`src/rtl/fetch_pc.sv`:
```
// Instruction-fetch PC stage: a PC register feeding a one-deep registered output stage with a valid/ready handshake.
// Define FETCH_MISALIGN_TRAP_EN to halt on a misaligned redirect; otherwise the low bits of a redirect are cleared.
module fetch_pc #(
  parameter logic [31:0] RESET_PC = 32'h0000_0000
) (
  input  logic        clock,
  input  logic        reset,
  input  logic        Stall,
  input  logic        Branch,
  input  logic [31:0] BranchTarget,
  input  logic [31:0] ImemData,
  output logic [31:0] ImemAddr,
  output logic [31:0] InstrOut,
  output logic [31:0] PcOut,
  output logic [31:0] PcPlus4,
  output logic        Valid,
  input  logic        Ready,
  output logic [31:0] FetchCount,
  output logic        Misaligned
);

  typedef enum logic {
    RUN  = 1'b0,
    HALT = 1'b1
  } state_t;

  state_t      state_reg;
  state_t      state_next;

  logic [31:0] pc_reg;
  logic [31:0] pc_next;
  logic [31:0] instr_reg;
  logic [31:0] instr_next;
  logic [31:0] pc_out_reg;
  logic [31:0] pc_out_next;
  logic [31:0] pc_plus4_reg;
  logic [31:0] pc_plus4_next;
  logic        valid_reg;
  logic        valid_next;
  logic [31:0] count_reg;
  logic [31:0] count_next;

  logic        halted;
  logic        transfer;
  logic        misaligned_redirect;
  logic        load_en;
  logic [31:0] redirect_pc;
  logic [31:0] pc_inc;

  // ---------------------------------------------------------------
  // Redirect handling differs between the trapping and default builds
  // ---------------------------------------------------------------
`ifdef FETCH_MISALIGN_TRAP_EN
  logic misaligned_reg;
  logic misaligned_next;

  assign misaligned_redirect = Branch && (BranchTarget[1:0] != 2'b00);
  assign redirect_pc         = BranchTarget;
`else
  assign misaligned_redirect = 1'b0;
  assign redirect_pc         = BranchTarget & 32'hFFFF_FFFC;
`endif

  // ---------------------------------------------------------------
  // FSM: state register
  // ---------------------------------------------------------------
  always_ff @(posedge clock) begin
    if (reset) begin
      state_reg <= RUN;
    end else begin
      state_reg <= state_next;
    end
  end

  // FSM: next state -- HALT is left only through reset
  always_comb begin
    state_next = state_reg;
    case (state_reg)
      RUN: begin
        if (misaligned_redirect) begin
          state_next = HALT;
        end
      end
      HALT: begin
        state_next = HALT;
      end
      default: begin
        state_next = RUN;
      end
    endcase
  end

  // FSM: outputs
  always_comb begin
    halted = 1'b0;
    case (state_reg)
      RUN:     halted = 1'b0;
      HALT:    halted = 1'b1;
      default: halted = 1'b0;
    endcase
  end

  // ---------------------------------------------------------------
  // Handshake and datapath next-state
  // ---------------------------------------------------------------
  assign Valid    = valid_reg && !halted;
  assign transfer = Valid && Ready;
  assign load_en  = !Valid || Ready;
  assign pc_inc   = pc_reg + 32'd4;

  always_comb begin
    pc_next       = pc_reg;
    valid_next    = valid_reg;
    instr_next    = instr_reg;
    pc_out_next   = pc_out_reg;
    pc_plus4_next = pc_plus4_reg;
    count_next    = count_reg + {31'd0, transfer};
`ifdef FETCH_MISALIGN_TRAP_EN
    misaligned_next = misaligned_reg;
`endif

    if (halted) begin
      // Frozen until reset; the output stage is already empty.
      valid_next = 1'b0;
      count_next = count_reg;
    end else if (Branch) begin
      // The word at the old PC is dropped; a transfer this cycle still counts.
      pc_next    = redirect_pc;
      valid_next = 1'b0;
`ifdef FETCH_MISALIGN_TRAP_EN
      if (misaligned_redirect) begin
        misaligned_next = 1'b1;
      end
`endif
    end else if (Stall) begin
      if (transfer) begin
        valid_next = 1'b0;
      end
    end else if (load_en) begin
      instr_next    = ImemData;
      pc_out_next   = pc_reg;
      pc_plus4_next = pc_inc;
      valid_next    = 1'b1;
      pc_next       = pc_inc;
    end
  end

  // ---------------------------------------------------------------
  // Datapath registers
  // ---------------------------------------------------------------
  always_ff @(posedge clock) begin
    if (reset) begin
      pc_reg       <= RESET_PC;
      valid_reg    <= 1'b0;
      instr_reg    <= 32'd0;
      pc_out_reg   <= 32'd0;
      pc_plus4_reg <= 32'd0;
      count_reg    <= 32'd0;
    end else begin
      pc_reg       <= pc_next;
      valid_reg    <= valid_next;
      instr_reg    <= instr_next;
      pc_out_reg   <= pc_out_next;
      pc_plus4_reg <= pc_plus4_next;
      count_reg    <= count_next;
    end
  end

`ifdef FETCH_MISALIGN_TRAP_EN
  always_ff @(posedge clock) begin
    if (reset) begin
      misaligned_reg <= 1'b0;
    end else begin
      misaligned_reg <= misaligned_next;
    end
  end

  assign Misaligned = misaligned_reg;
`else
  assign Misaligned = 1'b0;
`endif

  assign ImemAddr   = pc_reg;
  assign InstrOut   = instr_reg;
  assign PcOut      = pc_out_reg;
  assign PcPlus4    = pc_plus4_reg;
  assign FetchCount = count_reg;

endmodule

```
`config.mk`:
```
export PLATFORM = sky130hd
export DESIGN_NAME = fetch_pc
export DESIGN_NICKNAME = d
export VERILOG_FILES = /design/src/rtl/fetch_pc.sv
export SDC_FILE = /design/constraint.sdc
export NUM_CORES = 1
export LEC_CHECK = 0
export CAP_MARGIN = 30
export CORE_AREA = 2 2 136 138
export DETAILED_ROUTE_END_ITERATION = 7
export DIE_AREA = 0 0 138 140
export PLACE_DENSITY_LB_ADDON = 0.08
export SYNTH_ARGS = -nofsm -noshare
export SYNTH_HDL_FRONTEND = slang
export SYNTH_SLANG_ARGS = --single-unit
```
`constraint.sdc`:
```
create_clock -name clock -period 3.8 [get_ports clock]
set_input_delay 0.38 -clock clock [delete_from_list [all_inputs] [get_ports clock]]
set_output_delay 0.38 -clock clock [all_outputs]
set_load 0.005 [all_outputs]
```
==> flow_summary.json, run 1 <==
{
  "cts-buffers-inserted": 17,
  "syn_to_final_growth_pct": 41.0,
  "endpoint": "PcPlus4[31]$_SDFFE_PP0P_",
  "finalNonFillerCells": 1280,
  "p_int_w": 0.00289,
  "fmax_mhz": 372,
  "final_cell_mix": "220 x clkdlybuf4s50_1, 155 x dfxtp_1, 151 x nand2_1",
  "p_per_area_mw_per_mm2": 392,
  "syn_area_per_cell_sq_um": 8.13,
  "required_ns": 4.13,
  "slew_violations": 0,
  "h-tree-depth": 4,
  "min_period_ns": 2.69,
  "cts_tree": "yes",
  "seqPwrFrac": 0.460,
  "hold_depth": 2,
  "worst_pin_slew_ns": 0.991,
  "clkSinkCount": 155,
  "crit_path_end_kind": "flop",
  "power.leakage_nw": 3.27,
  "drt_pass1_iterations": 7,
  "io_buffers": 221,
  "slowest_delay_ns": 0.98,
  "peakVddDrop_mv": 0.334,
  "worst_r2r_path_depth": 4,
  "drtAntennaViolNets": 0,
  "ys_warn_count": 0,
  "setup_viol": 0,
  "yosysSeqAreaShare": 0.444,
  "r2r-end": "PcPlus4[31]$_SDFFE_PP0P_",
  "postSynthCellCount": 860,
  "synth-seq-cells": 155,
  "swShare": 0.253,
  "hold_viol": 0,
  "cap_violations": 0,
  "synth_edf_count": 0,
  "dpl.hpwl_mm": 14.5,
  "postCtsSetupRepairBufs": 0,
  "routabilityCongestion": 0.782,
  "status": "finished, final reports clean",
  "grt-ovfl-total": 0,
  "grt_max_degree": 107,
  "cts-root-buf": "clkbuf_16",
  "path_class": "flop to flop",
  "antenna_found_initial": 0,
  "clk_latency_ns": 0.42,
  "synth_ff_type": "dfxtp_1",
  "drt-total-wl_mm": 21.2,
  "min_from": "PcOut[19]$_SDFFE_PP0P_",
  "combPwrFrac": 0.115,
  "max-slew-margin-rel": 0.339,
  "finalNetCount": 1110,
  "r2r_slack_ns": 1.11,
  "floorplan.initialDensity": 0.393,
  "clkPwrFrac": 0.425,
  "tns_ns": 0,
  "io_pins": 231,
  "synthArstFlopShare": 0,
  "cp-startpoint": "ImemAddr[8]$_SDFFE_PP0P_",
  "grt_pass1_vias": 6418,
  "rsz0062_at_grt": "false",
  "syn_area_sq_mm": 0.00699,
  "r2r-start": "ImemAddr[8]$_SDFFE_PP0P_",
  "dieWidth_microns": 138,
  "ctsResizeCount": 0,
  "die_y_microns": 140,
  "drt_iter0_drc": 360,
  "netSwitchingPower_w": 0.000976,
  "crit_family": "simple AND/OR/NAND/NOR gates",
  "via_count": 6765,
  "ys_types": 48,
  "cp_max_fo": 35,
  "worst-path-buf-inv": 0,
  "cts_hold_buf": 0,
  "grt.total_usage": 0.217,
  "layout-drive-gt1-share": 0.0561,
  "fin_crit_sh": 0.708,
  "clk_pin_slew_ns": 0.06,
  "avgRoutedWirePerCell_microns": 16.6,
  "arrival_ns": 3.02,
  "drc": 0,
  "place_inst": 1248,
  "min_path_type": "flop to flop",
  "nFillCells": 1714,
  "dieArea_sq_mm": 0.0193,
  "fp.coreArea_sq_mm": 0.0178,
  "cts_max_path_buffers": 2,
  "start_kind": "flop",
  "num_rows": 49,
  "slowest_stage": "or4_1",
  "antennaDiodeCount": 0,
  "path_cells": "nand3_2, or4_1, or4_1, a311oi_1",
  "crit_path_frequent_cell": "or4_1",
  "cp.depth": 4,
  "final_common_cell": "clkdlybuf4s50_1",
  "vias_per_cell": 5.29,
  "clock_skew_ns": 0.0115,
  "grt_first_pass_wirelength_mm": 34.3
}
-- power groups by stage --
stage / logic (W) / registers, W / clock network, W
floorplan: 0.000207 / 0.00178 / 0
global placement: 0.000447 / 0.00181 / 0
detailed placement: 0.000451 / 0.00181 / 0
CTS: 0.000453 / 0.00178 / 0.00168
global route: 0.000488 / 0.00179 / 0.00176
finish: 0.000445 / 0.00178 / 0.00164
-- Yosys cell counts, drive strengths merged (6+ instances only) --
| master | number | area (sq um) |
|---|---|---|
| xor2 | 17 | 149 |
| nor3 | 12 | 60.1 |
| a211oi | 24 | 180 |
| o31ai | 19 | 143 |
| dfxtp | 155 | 3100 |
| xnor2 | 14 | 123 |
| and4 | 12 | 105 |
| o21ai | 17 | 85.1 |
| buf | 23 | 148 |
| or4 | 20 | 150 |
| nand4 | 28 | 181 |
| nor2 | 75 | 282 |
| mux2 | 6 | 67.6 |
| clkbuf | 57 | 214 |
| a311oi | 28 | 245 |
| a21oi | 81 | 405 |
| inv | 15 | 56.3 |
| or3 | 21 | 131 |
| nor4 | 14 | 87.6 |
| and3 | 6 | 37.5 |
| nor2b | 11 | 68.8 |
| nand2 | 152 | 578 |
| nand3 | 17 | 90.1 |
-- stage by stage --
step	setup WS (ns)	util	total power, W	cell area [sq um]	hold WS, ns
4_1_cts	1.11	0.554	0.00391	9850	0.454
2_1_floorplan	1.73	-	0.00199	7010	0.453
3_5_place_dp	1.00	0.522	0.00226	9280	0.446
6_report	1.11	0.554	0.00386	9850	0.452
5_1_grt	0.926	0.554	0.00404	9850	0.471
3_3_place_gp	0.799	0.521	0.00226	9270	0.441
-- how the worst min path moves through the flow --
stage	to	slack (ns)
6_report	PcOut[19]$_SDFFE_PP0P_	0.45
5_1_grt	PcOut[5]$_SDFFE_PP0P_	0.47
4_1_cts	PcOut[19]$_SDFFE_PP0P_	0.45
3_5_place_dp	InstrOut[8]$_SDFFE_PP0P_	0.45
3_3_place_gp	InstrOut[9]$_SDFFE_PP0P_	0.44
2_1_floorplan	InstrOut[0]$_SDFFE_PP0P_	0.45
-- routing by layer --
metal  part of all wire  global-route usage
met3              0.061              0.0663
met4              0.015              0.0618
met2               0.48               0.361
met5                  0                   0
met1               0.45               0.274
-- final cells by class --
| cell class | count | area (sq um) | area share |
|---|---|---|---|
| Tap cell | 229 | 287 | 0.0291 |
| Multi-Input combinational cell | 616 | 3510 | 0.356 |
| Clock buffer | 20 | 457 | 0.0464 |
| Inverter | 15 | 56.3 | 0.00572 |
| Timing Repair Buffer | 233 | 2330 | 0.236 |
| Sequential cell | 155 | 3100 | 0.315 |
| Clock inverter | 12 | 115 | 0.0117 |
-- cell families after synthesis --
logic type | after synthesis | synth area share
AOI/OAI and AO/OA | 188 | 0.175
muxes | 7 | 0.0111
xor gates and xnor gates | 31 | 0.0389
other | 1 | 0.000537
buffers and inverters | 95 | 0.0598
and+or+nand+nor | 380 | 0.265
DFF | 155 | 0.444
adders and majority gates | 3 | 0.00537
-- worst min-delay path, cell delays in order, from the launching register on --
cell and delay (ns):
dfxtp_1 0.31, nand2_1 0.05, a21oi_1 0.05
(Power assumes the default switching activity.)
==> run 2: changes to the inputs <==
==> constraint.sdc (replaced) <==
create_clock -name clock -period 2.34 [get_ports clock]
set_input_delay 0.234 -clock clock [delete_from_list [all_inputs] [get_ports clock]]
set_output_delay 0.234 -clock clock [all_outputs]
set_load 0.005 [all_outputs]
==> run 2 against run 1 <==
  * Die area unchanged
  * Highest routed layer unchanged
  * Cell area grew 5.0%
  * Largest power group is now clock
  * First-iteration DRC count increased by 12%
  * Critical endpoint is now PcPlus4[22]$_SDFFE_PP0P_
==> flow_summary.json, run 2 (same netlist as run 1, synthesis figures left out) <==
{
  "grt.total_usage": 0.222,
  "num_rows": 49,
  "floorplan.initialDensity": 0.393,
  "via_count": 6972,
  "cts-buffers-inserted": 17,
  "routabilityCongestion": 0.847,
  "min_period_ns": 2.20,
  "dp_worst_setup_slack_ns": 0.0437,
  "clock_skew_ns": 0.0162,
  "path_class": "flop to flop",
  "dieArea_sq_mm": 0.0193,
  "cts_max_path_buffers": 2,
  "avgRoutedWirePerCell_microns": 16.1,
  "cp_max_fo": 7,
  "start_kind": "flop",
  "worst_pin_slew_ns": 0.563,
  "final-seq-area_sq_mm": 0.00310,
  "dieWidth_microns": 138,
  "finalNetCount": 1162,
  "fmax_mhz": 456,
  "cap_violations": 0,
  "slowest_stage": "or4_1",
  "layout-drive-gt1-share": 0.102,
  "io_buffers": 221,
  "drtAntennaViolNets": 0,
  "die_y_microns": 140,
  "slowest_delay_ns": 0.65,
  "grt_first_pass_wirelength_mm": 34.9,
  "worst_slack_ns": 0.145,
  "clkSinkCount": 155,
  "p_per_area_mw_per_mm2": 652,
  "path_cells": "ha_1, nand4_1, or4_1, or3_1, a311oi_1",
  "multi_input_area_sq_mm": 0.00351,
  "antenna_found_initial": 0,
  "arrival_ns": 2.52,
  "status": "finished, final reports clean",
  "clk_pin_slew_ns": 0.06,
  "final_common_cell": "clkdlybuf4s50_1",
  "power.leakage_nw": 3.58,
  "io_pins": 231,
  "peakVddDrop_mv": 0.571,
  "h-tree-depth": 4,
  "cts-root-buf": "clkbuf_16",
  "fp.coreArea_sq_mm": 0.0178,
  "vias_per_cell": 5.24,
  "cts_tree": "yes",
  "drt_pass1_iterations": 4,
  "drc": 0,
  "final_cell_mix": "220 x clkdlybuf4s50_1, 154 x dfxtp_1, 151 x nand2_1",
  "syn_to_final_growth_pct": 48.1,
  "drt_iter0_drc": 402,
  "grt_max_degree": 50,
  "antennaDiodeCount": 0,
  "required_ns": 2.67,
  "rsz0062_at_grt": "false",
  "drt-total-wl_mm": 21.4,
  "cts_hold_buf": 0,
  "fin_crit_sh": 0.938,
  "worst-path-buf-inv": 0,
  "clk_latency_ns": 0.43,
  "setup_viol": 0,
  "crit_family": "simple AND/OR/NAND/NOR gates",
  "slew_violations": 0,
  "grt-ovfl-total": 0,
  "min_path_type": "input port to flop",
  "grt_pass1_vias": 6731,
  "dpl.hpwl_mm": 15.3,
  "max-slew-margin-rel": 0.625,
  "nFillCells": 1634,
  "tns_ns": 0,
  "hold_viol": 0,
  "crit_path_end_kind": "flop"
}
-- run 2: changes by cell type in the layout (fill, tap and decap cells not counted), sizes merged --
cell      change
clkinv        -2
clkinvlp      -1
bufinv        +4
clkbuf        -2
buf          +52
-- run 2: per-layer routing --
metal / wire length [microns] / up-vias / part of all wire / global-route usage
li1: - / 3513 / - / -
met4: 459 / 0 / 0.021 / 0.0704
met5: 0 / - / 0 / 0
met3: 1290 / 25 / 0.060 / 0.0670
met1: 9460 / 3228 / 0.44 / 0.271
met2: 10200 / 206 / 0.48 / 0.376
-- run 2: what timing repair did --
action / in CTS / in global routing
gates resized for setup: 0 / 1
setup endpoints to repair: 0 / 1
setup buffers: 0 / 0
-- run 2: cell type report --
class | count | area share
clock inverter | 13 | 0.0209
clock buffer | 18 | 0.0424
tap | 229 | 0.0277
sequential | 155 | 0.300
multi-input combinational | 616 | 0.339
timing repair buffer | 285 | 0.265
inverter | 15 | 0.00544
-- run 2: path summary, 6_finish.rpt --
path                                 start                  endpoint  slack [ns]  cells past startpoint
setup / recovery  ImemAddr[2]$_SDFFE_PP0P_  PcPlus4[22]$_SDFFE_PP0P_        0.14                      5
hold reg to reg     PcOut[23]$_SDFFE_PP0P_    PcOut[23]$_SDFFE_PP0P_        0.45                      2
setup reg to reg  ImemAddr[2]$_SDFFE_PP0P_  PcPlus4[22]$_SDFFE_PP0P_        0.14                      5
hold / removal                       reset    PcOut[26]$_SDFFE_PP0P_        0.31                      2
-- run 2: power breakdown --
group / internal (W) / leakage [nW] / switching [W]
registers: 0.00275 / 1.27 / 0.0000869
clock network: 0.00193 / 0.314 / 0.00115
logic: 0.000457 / 1.99 / 0.000372
-- run 2: per-stage QoR --
step                power (W)  hold WS, ns  cell area (sq um)  std cells  utilization
global placement      0.00373        0.442               9690       1300        0.545
CTS                   0.00682        0.303              10300       1331        0.582
global route          0.00703        0.312              10300       1331        0.582
finish                0.00675        0.309              10300       1331        0.582
floorplan             0.00323        0.370               7010        866            -
detailed placement    0.00374        0.446               9690       1300        0.545
==> run 3: changes to the inputs <==
--- a/config.mk
+++ b/config.mk
@@ -10,6 +10,7 @@
 export DETAILED_ROUTE_END_ITERATION = 7
 export DIE_AREA = 0 0 138 140
 export PLACE_DENSITY_LB_ADDON = 0.08
+export SETUP_SLACK_MARGIN = 0.5
 export SYNTH_ARGS = -nofsm -noshare
 export SYNTH_HDL_FRONTEND = slang
 export SYNTH_SLANG_ARGS = --single-unit
==> run 3 against run 2 <==
  * Cell count grew 3.5%
  * Worst hold slack lost 0.027 ns
  * Flip-flop and latch count unchanged
  * Largest power group is now registers
  * Cell area is 6.5% higher
  * Sequential power barely moved
  * Combinational power grew 8.8%
  * Worst setup slack improved by 0.13 ns
  * Core utilization increased by 3.8 points
  * Maximum frequency increased by 6.3%
==> flow_summary.json, run 3 (same netlist as run 1, synthesis figures left out) <==
{
  "grt.total_usage": 0.225,
  "min_period_ns": 2.06,
  "cp-startpoint": "ImemAddr[12]$_SDFFE_PP0P_",
  "final_cell_mix": "220 x clkdlybuf4s50_1, 149 x nand2_1, 135 x dfxtp_1",
  "endpoint": "ImemAddr[25]$_SDFFE_PP0P_",
  "layout-drive-gt1-share": 0.193,
  "die_y_microns": 140,
  "cts-root-buf": "clkbuf_16",
  "clk_pin_slew_ns": 0.07,
  "h-tree-depth": 4,
  "finalNetCount": 1207,
  "nFillCells": 1557,
  "max-slew-margin-rel": 0.526,
  "dpl.hpwl_mm": 14.8,
  "power.leakage_nw": 3.83,
  "syn_to_final_growth_pct": 57.7,
  "peakVddDrop_mv": 0.556,
  "crit_path_frequent_cell": "or4_4",
  "via_count": 7336,
  "floorplan.initialDensity": 0.393,
  "drt-total-wl_mm": 22.7,
  "grt_first_pass_wirelength_mm": 35.5,
  "grt_max_degree": 84,
  "drc": 0,
  "grt_pass1_vias": 6720,
  "fin_crit_sh": 0.882,
  "cts_hold_buf": 0,
  "clkSinkCount": 155,
  "num_rows": 49,
  "slowest_delay_ns": 0.59,
  "clk_latency_ns": 0.43,
  "required_ns": 2.67,
  "min_path_type": "input port to flop",
  "cp_max_fo": 5,
  "dieWidth_microns": 138,
  "worst_slack_ns": 0.275,
  "path_class": "flop to flop",
  "worst_pin_slew_ns": 0.710,
  "fmax_mhz": 484,
  "antennaDiodeCount": 0,
  "hold_viol": 0,
  "slew_violations": 0,
  "dieArea_sq_mm": 0.0193,
  "dp_worst_setup_slack_ns": -0.122,
  "path_cells": "nand4_1, or4_4, buf_6, or4_4, a311oi_2",
  "drt_iter0_drc": 445,
  "start_kind": "flop",
  "rsz0062_at_grt": "true",
  "r2r-end": "ImemAddr[25]$_SDFFE_PP0P_",
  "fp.coreArea_sq_mm": 0.0178,
  "setup_viol": 0,
  "status": "finished, final reports clean",
  "worst_r2r_path_depth": 5,
  "slowest_stage": "or4_4",
  "antenna_found_initial": 0,
  "vias_per_cell": 5.33,
  "io_pins": 231,
  "avgRoutedWirePerCell_microns": 16.5,
  "final_common_cell": "clkdlybuf4s50_1",
  "r2r_slack_ns": 0.28,
  "io_buffers": 221,
  "p_per_area_mw_per_mm2": 595,
  "routabilityCongestion": 0.782,
  "arrival_ns": 2.40,
  "r2r-start": "ImemAddr[12]$_SDFFE_PP0P_",
  "cts_tree": "yes",
  "crit_path_end_kind": "flop",
  "cap_violations": 0,
  "p_total_w": 0.00656,
  "cts-buffers-inserted": 17,
  "drtAntennaViolNets": 0,
  "drt_pass1_iterations": 5,
  "clock_skew_ns": 0.00853,
  "grt-ovfl-total": 0,
  "cts_max_path_buffers": 2
}
## run 3: per-stage QoR
stage	std cells	area (sq um)	TNS (ns)	utilization	hold WS, ns
global route	1377	11000	0	0.620	0.314
detailed placement	1295	9680	-2.01	0.544	0.447
global placement	1295	9680	-1.83	0.544	0.441
floorplan	866	7100	0	-	0.370
CTS	1360	10600	0	0.598	0.275
finish	1377	11000	0	0.620	0.282
## run 3: area by class of cell
type / count / area, sq um / share of cell area
multi-input combinational: 617 / 3820 / 0.347
sequential: 155 / 3140 / 0.285
timing repair buffer: 329 / 3120 / 0.283
clock buffer: 21 / 460 / 0.0418
tap: 229 / 287 / 0.0260
clock inverter: 11 / 133 / 0.0120
inverter: 15 / 60.1 / 0.00545
## run 3: power by group
part | switching [W] | leakage (nW) | total [W] | internal [W]
clock network | 0.00117 | 0.282 | 0.00282 | 0.00164
registers | 0.0000858 | 1.27 | 0.00284 | 0.00276
logic | 0.000409 | 2.27 | 0.000902 | 0.000493
## run 3: per-layer routing
layer  up-vias  global-route usage  routed length (microns)
li1       3614                   -                        -
met1      3471               0.301                    10200
met2       224               0.350                    10500
met3        27              0.0667                     1610
met4         0              0.0730                      411
met5         -                   0                        0
## run 3: what timing repair did
| item | 4_1_cts | 5_1_grt |
|---|---|---|
| endpoints found under the setup margin | 113 | 126 |
| pin swaps | 18 | 26 |
| buffers inserted | 32 | 17 |
| resized for setup | 33 | 53 |
| gates cloned | 1 | 0 |
## run 3: worst max-delay path: cells and delay by family (launching register included)
family,cells,cell delay (ns)
flops,1,0.35
compound gates,1,0.27
simple gates,3,1.19
buf+inv,1,0.16
## run 3: worst min path at each step
stage / startpoint / end / cells past startpoint
after floorplan: ImemData[0] / InstrOut[0]$_SDFFE_PP0P_ / 2
after global placement: InstrOut[7]$_SDFFE_PP0P_ / InstrOut[7]$_SDFFE_PP0P_ / 2
after detailed placement: InstrOut[31]$_SDFFE_PP0P_ / InstrOut[31]$_SDFFE_PP0P_ / 2
after CTS: reset / FetchCount[12]$_SDFF_PP0_ / 2
after global routing: reset / FetchCount[11]$_SDFF_PP0_ / 2
final: reset / FetchCount[19]$_SDFF_PP0_ / 2
